### config.mk
export PLATFORM = sky130hd
export DESIGN_NAME = fifo_demux_reader_flat
export DESIGN_NICKNAME = d
export VERILOG_FILES = /design/src/rtl/fifo_demux_reader_if.sv /design/src/rtl/fifo_demux_reader.sv /design/src/flat_wrapper.sv
export SDC_FILE = /design/constraint.sdc
export NUM_CORES = 1
export LEC_CHECK = 0
export ABC_AREA = 1
export ABC_CLOCK_PERIOD_IN_PS = 3300
export CORE_UTILIZATION = 35
export DETAILED_ROUTE_END_ITERATION = 6
export HOLD_SLACK_MARGIN = 0.08
export SYNTH_ARGS = -nofsm -noshare
export SYNTH_HDL_FRONTEND = slang
export SYNTH_SLANG_ARGS = --single-unit
export TNS_END_PERCENT = 5
### constraint.sdc
create_clock -name clk -period 3.3 [get_ports clk]
set_clock_uncertainty 0.1 [all_clocks]
set_input_delay 0.825 -clock clk [delete_from_list [all_inputs] [get_ports clk]]
set_output_delay 0.825 -clock clk [all_outputs]
set_load 0.01 [all_outputs]
### src/rtl/fifo_demux_reader_if.sv
`default_nettype none
// +----------------------------------------------------------------------+
// | fifo_demux_reader_if: source-FIFO read port and destination bus       |
// | Rev 1.0                                                               |
// +----------------------------------------------------------------------+
interface fifo_demux_reader_if #(
  parameter int DATA_SIZE = 12
);
  logic                 enable;
  logic                 fifo_empty;
  logic [DATA_SIZE-1:0] fifo_data_out;
  logic                 fifo_error;
  logic [3:0]           dest_pause;
  logic                 read;
  logic [3:0]           push;
  logic [DATA_SIZE-1:0] data_out;
  logic [7:0]           drained_count;
  logic                 error;

  modport master (
    output enable, fifo_empty, fifo_data_out, fifo_error, dest_pause,
    input  read, push, data_out, drained_count, error
  );

  modport slave (
    input  enable, fifo_empty, fifo_data_out, fifo_error, dest_pause,
    output read, push, data_out, drained_count, error
  );
endinterface
`default_nettype wire

### src/rtl/fifo_demux_reader.sv
`default_nettype none
// +----------------------------------------------------------------------+
// | fifo_demux_reader: pops the main FIFO and routes each word to one of  |
// | four destinations by its two MSBs. Rev 1.0                            |
// +----------------------------------------------------------------------+
module fifo_demux_reader #(
  parameter int DATA_SIZE   = 12,
  parameter int STALL_LIMIT = 15
) (
  input  wire logic          clk,
  input  wire logic          reset,
  fifo_demux_reader_if.slave bus
);

  localparam int c_stall_w = $clog2(STALL_LIMIT + 1);
  localparam logic [c_stall_w-1:0] c_stall_max  = c_stall_w'(STALL_LIMIT);
  localparam logic [c_stall_w-1:0] c_stall_last = c_stall_w'(STALL_LIMIT - 1);
  localparam logic [c_stall_w-1:0] c_stall_one  = c_stall_w'(1);

  typedef enum logic [1:0] {
    S_IDLE = 2'd0,
    S_POP  = 2'd1,
    S_WAIT = 2'd2,
    S_SEND = 2'd3
  } state_t;

  state_t               state_q, state_d;
  logic                 read_q, read_d;
  logic [DATA_SIZE-1:0] hold_q, hold_d;
  logic [c_stall_w-1:0] stall_cnt_q, stall_cnt_d;
  logic [7:0]           drained_q, drained_d;
  logic                 error_q, error_d;
  logic [3:0]           w_push;
  logic [1:0]           w_sel;
  logic                 w_can_pop;

  assign w_sel     = hold_q[DATA_SIZE-1:DATA_SIZE-2];
  assign w_can_pop = bus.enable && !bus.fifo_empty;

  always_comb begin
    state_d     = state_q;
    read_d      = 1'b0;
    hold_d      = hold_q;
    stall_cnt_d = stall_cnt_q;
    drained_d   = drained_q;
    error_d     = error_q | bus.fifo_error;
    w_push      = 4'b0000;
    case (state_q)
      S_IDLE: begin
        if (w_can_pop) begin
          state_d = S_POP;
          read_d  = 1'b1;
        end
      end
      S_POP: begin
        state_d = S_WAIT;
      end
      S_WAIT: begin
        hold_d      = bus.fifo_data_out;
        stall_cnt_d = '0;
        state_d     = S_SEND;
      end
      S_SEND: begin
        if (!bus.dest_pause[w_sel]) begin
          w_push[w_sel] = 1'b1;
          drained_d     = drained_q + 8'd1;
          if (w_can_pop) begin
            state_d = S_POP;
            read_d  = 1'b1;
          end else begin
            state_d = S_IDLE;
          end
        end else begin
          // Word is never dropped on a stall; only the error flag escalates.
          if (stall_cnt_q != c_stall_max) begin
            stall_cnt_d = stall_cnt_q + c_stall_one;
          end
          if (stall_cnt_q == c_stall_last) begin
            error_d = 1'b1;
          end
        end
      end
      default: begin
        state_d = S_IDLE;
      end
    endcase
  end

  always_ff @(posedge clk) begin
    if (reset) begin
      state_q     <= S_IDLE;
      read_q      <= 1'b0;
      hold_q      <= '0;
      stall_cnt_q <= '0;
      drained_q   <= 8'd0;
      error_q     <= 1'b0;
    end else begin
      state_q     <= state_d;
      read_q      <= read_d;
      hold_q      <= hold_d;
      stall_cnt_q <= stall_cnt_d;
      drained_q   <= drained_d;
      error_q     <= error_d;
    end
  end

  assign bus.read          = read_q;
  assign bus.push          = w_push;
  assign bus.data_out      = hold_q;
  assign bus.drained_count = drained_q;
  assign bus.error         = error_q;

endmodule
`default_nettype wire
### src/flat_wrapper.sv
// flat-port wrapper written by rule: the top's interface ports become plain ports
module fifo_demux_reader_flat 
#(
  parameter int DATA_SIZE   = 12,
  parameter int STALL_LIMIT = 15
)
  (clk, reset, bus_enable, bus_fifo_empty, bus_fifo_data_out, bus_fifo_error, bus_dest_pause, bus_read, bus_push, bus_data_out, bus_drained_count, bus_error);
  fifo_demux_reader_if #(.DATA_SIZE(DATA_SIZE)) bus_i ();
  input  wire logic clk;
  input  wire logic reset;
  input wire logic [$bits(bus_i.enable)-1:0] bus_enable;
  input wire logic [$bits(bus_i.fifo_empty)-1:0] bus_fifo_empty;
  input wire logic [$bits(bus_i.fifo_data_out)-1:0] bus_fifo_data_out;
  input wire logic [$bits(bus_i.fifo_error)-1:0] bus_fifo_error;
  input wire logic [$bits(bus_i.dest_pause)-1:0] bus_dest_pause;
  output wire logic [$bits(bus_i.read)-1:0] bus_read;
  output wire logic [$bits(bus_i.push)-1:0] bus_push;
  output wire logic [$bits(bus_i.data_out)-1:0] bus_data_out;
  output wire logic [$bits(bus_i.drained_count)-1:0] bus_drained_count;
  output wire logic [$bits(bus_i.error)-1:0] bus_error;
  assign bus_i.enable = bus_enable;
  assign bus_i.fifo_empty = bus_fifo_empty;
  assign bus_i.fifo_data_out = bus_fifo_data_out;
  assign bus_i.fifo_error = bus_fifo_error;
  assign bus_i.dest_pause = bus_dest_pause;
  assign bus_read = bus_i.read;
  assign bus_push = bus_i.push;
  assign bus_data_out = bus_i.data_out;
  assign bus_drained_count = bus_i.drained_count;
  assign bus_error = bus_i.error;
  fifo_demux_reader #(.DATA_SIZE(DATA_SIZE), .STALL_LIMIT(STALL_LIMIT)) u_core (.clk(clk), .reset(reset), .bus(bus_i));
endmodule
Word-level counts from Yosys, hierarchy flattened
Index checks and enable logic that the tools add are counted.

operators by class
  $add $sub $neg = 2
  magnitude comparators = 2
  eq/ne operators = 9
  mux-type cells = 19
  bitwise logic cells = 2
  reductions and logical operators = 8

operator list
  cell                   number
  $mux W4                4
  $add A8 B1 Y8 const B  1
  $mux W1                8
  $pmux W2 S4            1
  $pmux W4 S2            1
  $ne A2 B1 Y1 const B   3
  $add A4 B1 Y4 const B  1
  $eq A2 B2 Y1 const B   2
  $eq A4 B4 Y1 const B   1
  $mux W2                2
  $ne A4 B4 Y1 const B   1
  $reduce_and A2 Y1      2
  $lt A2 B3 Y1 const B   1
  $reduce_and A3 Y1      1
  $bmux W1 S2            1
  $demux W1 S2           1
  $eq A2 B1 Y1 const B   1
  $ge A2 B1 Y1 const B   1
  $logic_and A1 B1 Y1    2
  $logic_not A2 Y1       1
  $ne A2 B2 Y1 const B   1
  $pmux W1 S2            1
  $reduce_bool A2 Y1     1
  $logic_not A1 Y1       1
  2 further kinds        2

storage, ports and cells
  register bits after elaboration = 28
  input bits = 21
  output and inout bits = 26
  word-level logic and storage cells = 48

Logic depth before layout (Yosys ltp)
  depth after elaboration = 6
  depth in mapped cells = 10

Least setup slack after synthesis
No wires, ideal clock.

  path kind = input -> output
  start = in bus_dest_pause[3]
  end = out bus_push[0]
  arrival = 1.548 ns
  data required time = 2.375 ns
  setup slack = 0.827 ns
  cell stages on the path = 6
  path buffers = 1
  cell sequence = nand2_1 > nand2_1 > nand2_2 > nand3_4 > buf_6 > nor3_1

on the way
  longest elaborated chain between the ends = 4

ends and longest elaborated chain
  what                           RTL line                 text
  start: declaration             flat_wrapper.sv:15       input wire logic [$bits(bus_i.dest_pause)-1:0] bus_dest_pause;
  $bmux W1 S2                    fifo_demux_reader.sv:64  if (!bus.dest_pause[w_sel]) begin
  $mux W1 (not written as such)  fifo_demux_reader.sv:64
  $mux W4                        fifo_demux_reader.sv:64
  $mux W4                        fifo_demux_reader.sv:48  case (state_q)
  end: declaration               flat_wrapper.sv:17       output wire logic [$bits(bus_i.push)-1:0] bus_push;

No other way between the ends. The select of a mux whose other input is x is not followed.

Worst setup path after layout
  start = in bus_dest_pause[3]
  end = out bus_push[2]

The elaborated chain is that of the path after synthesis.

==> impl_results.rst <==
.. list-table::
   :header-rows: 1

   * - Metric
     - Value
   * - Core ar.
     - 0.003716 mm^2
   * - Critical Path RT
     - between 2 and 2.5 ns
   * - DR pass1 iterations
     - 4
   * - Ratio of routed vias to standard cells
     - about 4.6
   * - Total congestion overflow
     - 0
   * - Cell chain of the critical path
     - clkdlybuf4s50_1, nand2_1, nand2_1, nand2_2, nand3_4, nor3_1, clkdlybuf4s50_1
   * - Post-layout net count
     - ~260
   * - GPL Wtd Cong
     - about 0.81
   * - H-tree Lvls
     - 1
   * - Source-to-sink clock delay at the later pin of the worst-skew pair
     - 0.27 ns
   * - Part of the total power dissipated in combinational logic
     - 0.364
   * - Max stage delay on crit path
     - between 0.5 and 0.6 ns
   * - Max Transition Viols Final
     - 0
   * - Cell chosen for the clock root
     - clkbuf_8
   * - TritonCTS clock tree
     - yes
   * - Final hold slack
     - between 0.3 and 0.4 ns
   * - Critical Path Fanout Max
     - 5
   * - WL met2
     - approximately 1400 um
   * - Share of layout cells above drive strength 1
     - 0.06867
   * - Cells after synthesis
     - approximately 190
   * - Slew at the pin with the worst max-slew slack
     - 0.4249 ns
   * - P_sw
     - approximately 350 uW
   * - Ratio of total power to cell area
     - between 500 and 600 mW/mm^2
   * - Met3 Wirelength
     - around 140 um
   * - Net switching fraction of the power
     - 0.3381
   * - Sequential fraction of the synthesis area
     - 0.4051
   * - Initial core utilization
     - 0.3724
   * - First-pass GRT wire length
     - around 5300 um
   * - Internal power summed over all cells
     - between 600 and 700 uW
   * - Master of the slowest instance on the critical path
     - clkdlybuf4s50_1
   * - Placed wire-length estimate after detailed placement
     - roughly 2300 um
   * - Die area
     - about 0.0042 mm^2
   * - Number of filler instances in the final layout
     - approximately 370
   * - Die Width
     - roughly 65 um
   * - Detailed-route via count
     - between 1,000 and 1,500
   * - Max-cap violation count
     - 0
   * - Height of the die
     - roughly 65 um
   * - Final Setup Violations
     - 0
   * - Number of failing hold endpoints at the final stage
     - 0
   * - Data arrival, critical path
     - approximately 2.3 ns
   * - Reported leakage power
     - between 0.8 and 0.9 nW
   * - Startpoint class of the critical path
     - input pin
   * - Worst hold-check path type
     - reg2reg
   * - Commonest non-fill, non-tap cell in the layout
     - clkdlybuf4s50_1
   * - RSZ-0062 raised after global routing
     - no
   * - Count of yosys warnings during synthesis
     - 0
   * - Count of buffers inserted at the top-level ports
     - between 40 and 50
   * - Critical Path Sink Type
     - output port
   * - Highest attainable clock frequency
     - 0.3143 GHz
   * - Placement Rows
     - 22
   * - Synth Cell Area
     - 0.001384 mm^2
   * - Routed wire per std cell
     - 11.19 um
   * - Area grow syn2layout
     - 40.69%
   * - Number of buffers inserted during clock tree synthesis
     - 3
   * - Pwr Total
     - about 1.0 mW
   * - Residual antenna-violating net count after detailed routing
     - 0
   * - Synth Register Bits
     - 28
   * - Share of power burned in the clock network
     - 0.204
   * - Maximum resistive drop on vdd
     - about 0.00024 V
   * - Shortest clock period the worst path allows after layout
     - between 3 and 4 ns
   * - Number of cells on the worst hold path
     - 2
   * - Post-Route Setup TNS
     - 0 ns
   * - Highest Signal Layer
     - met4
   * - Placed Instance Area
     - about 0.0019 mm^2
   * - Residual DRC
     - 0
   * - Diode insertion count for antenna repair
     - 0
   * - Final WL
     - ~3100 um
   * - Critical path start-end classification
     - in2out
   * - Number of antenna violations at the first check in global routing
     - 0
   * - Max-slew headroom at the worst pin
     - 0.7164
   * - Post-route standard cell area excluding fillers
     - 0.001947 mm^2
   * - Number of distinct library cells after synthesis
     - 26
   * - Synth area leader
     - dfxtp_1
   * - Sequential Power Share
     - 0.432
   * - Post-Syn Nets
     - 215
   * - Length in cells of the worst reg-to-reg path
     - 7
   * - Commonest cells after routing, fill and taps aside
     - clkdlybuf4s50_1 (45), nand2_1 (38), nor2_1 (28), dfxtp_1 (28), a21oi_1 (15)
   * - Run status
     - finished clean
   * - Number of global-route vias before repair
     - 1,180
   * - Sink count of the clock tree
     - 28
   * - Top cells by area in the synthesized netlist
     - dfxtp_1 (41%), nand2_1 (10%), nor2_1 (7.6%), ha_1 (6.3%), a21oi_1 (5.4%)
   * - Synthesized area per cell
     - 7.400 um^2
   * - Maximum number of pins on one net before global-route repair
     - 16
   * - DRC violation total after the first TritonRoute iteration
     - 84
   * - Io pins
     - 47
   * - Share of the synthesized area in the top cell type
     - 0.4051
   * - Final worst path period share
     - 0.9642
   * - Clock edge transition at the registers on the reported setup and hold paths
     - about 0.090 ns
   * - Buffer levels on the longest clock path
     - 2
   * - Gr usage total
     - 0.1602
   * - Post-Route M1 WL
     - around 1600 um
## area by class of cell
class / count / area (um^2) / share of cell area
repair buffers: 49 / 485.5 / 0.2494
inverters: 16 / 61.31 / 0.03149
multi-input cells: 136 / 724.4 / 0.3721
clock buffers: 4 / 55.05 / 0.02828
well taps: 48 / 60.06 / 0.03085
flip-flops and latches: 28 / 560.5 / 0.2879
## power by group through the flow
| stage | clock network, mW | logic (mW) | registers, mW |
|---|---|---|---|
| 2_1_floorplan | 0 | 0.199 | 0.470 |
| 3_3_place_gp | 0 | 0.377 | 0.455 |
| 3_5_place_dp | 0 | 0.379 | 0.457 |
| 4_1_cts | 0.224 | 0.381 | 0.448 |
| 5_1_grt | 0.230 | 0.420 | 0.457 |
| 6_report | 0.212 | 0.378 | 0.449 |
## path summary, 6_finish.rpt
check / endpoint / slack [ns] / from
min reg2reg: u_core.bus.drained_count[7]$_SDFFE_PP0P_ / 0.40 / u_core.bus.drained_count[7]$_SDFFE_PP0P_
max: bus_push[2] / 0.12 / bus_dest_pause[3]
min: u_core.bus.drained_count[7]$_SDFFE_PP0P_ / 0.40 / u_core.bus.drained_count[7]$_SDFFE_PP0P_
max reg2reg: u_core.stall_cnt_q[1]$_SDFFE_PP0P_ / 1.47 / u_core.state_q[0]$_SDFFE_PP0P_
## critical path, delay by kind of cell
kind / cells / cell delay [ns]
buffers and inverters: 2 / 0.96
AND/OR/NAND/NOR: 5 / 0.47
## sequential cells by signal, summed over array words and instances, names as in the netlist
name	count
u_core.bus.data_out	12
u_core.bus.drained_count	8
u_core.stall_cnt_q	4
u_core.state_q	2
u_core.bus.error	1
u_core.bus.read	1
## cells in the mapped netlist
library cell   n
xor2_1         2
nand3_1        9
nor3_1         5
or2_1          1
dfxtp_1       28
nand3_2        1
inv_1         14
nand2_2        2
xnor2_1        5
o21a_1         1
buf_1          1
clkinv_2       1
o21ai_0       13
nand3_4        1
buf_4          1
buf_6          1
nand4_1        4
nand3b_1       1
nor2_1        28
nand2_4        2
nand2_1       38
a31o_2         1
clkbuf_1       4
inv_2          1
ha_1           7
a21oi_1       15
## kinds of logic (layout without fill, tap and decap cells)
logic type,Yosys count,in the layout,synth area share
adder cells (fa/ha/maj),7,7,0.06329
flip-flops,28,28,0.4051
AO/OA/AOI/OAI,30,30,0.1130
AND/OR/NAND/NOR,92,92,0.3029
XOR/XNOR,7,7,0.04430
buffers and inverters,23,69,0.07142
## metal layers
metal  vias to the layer above  global-route usage
met2                        28              0.2643
met4                         0             0.04167
met3                         2             0.04401
li1                        694                   -
met5                         -                   0
met1                       570              0.2032
## stage by stage
| stage | setup WS, ns | utilization | cells |
|---|---|---|---|
| 5_1_grt | 0.03399 | 0.5239 | 281 |
| 2_1_floorplan | 0.8265 | - | 187 |
| 4_1_cts | 0.1064 | 0.5232 | 281 |
| 3_3_place_gp | 0.1473 | 0.5084 | 277 |
| 6_report | 0.1183 | 0.5239 | 281 |
| 3_5_place_dp | 0.1107 | 0.5084 | 277 |
## timing repair
| item | 4_1_cts | 5_1_grt |
|---|---|---|
| hold buffers | 0 | 0 |
| setup buffers | 0 | 0 |
| gates resized for setup | 0 | 1 |
| endpoints found under the setup margin | 0 | 1 |
Power figures use the tool's default switching activity.
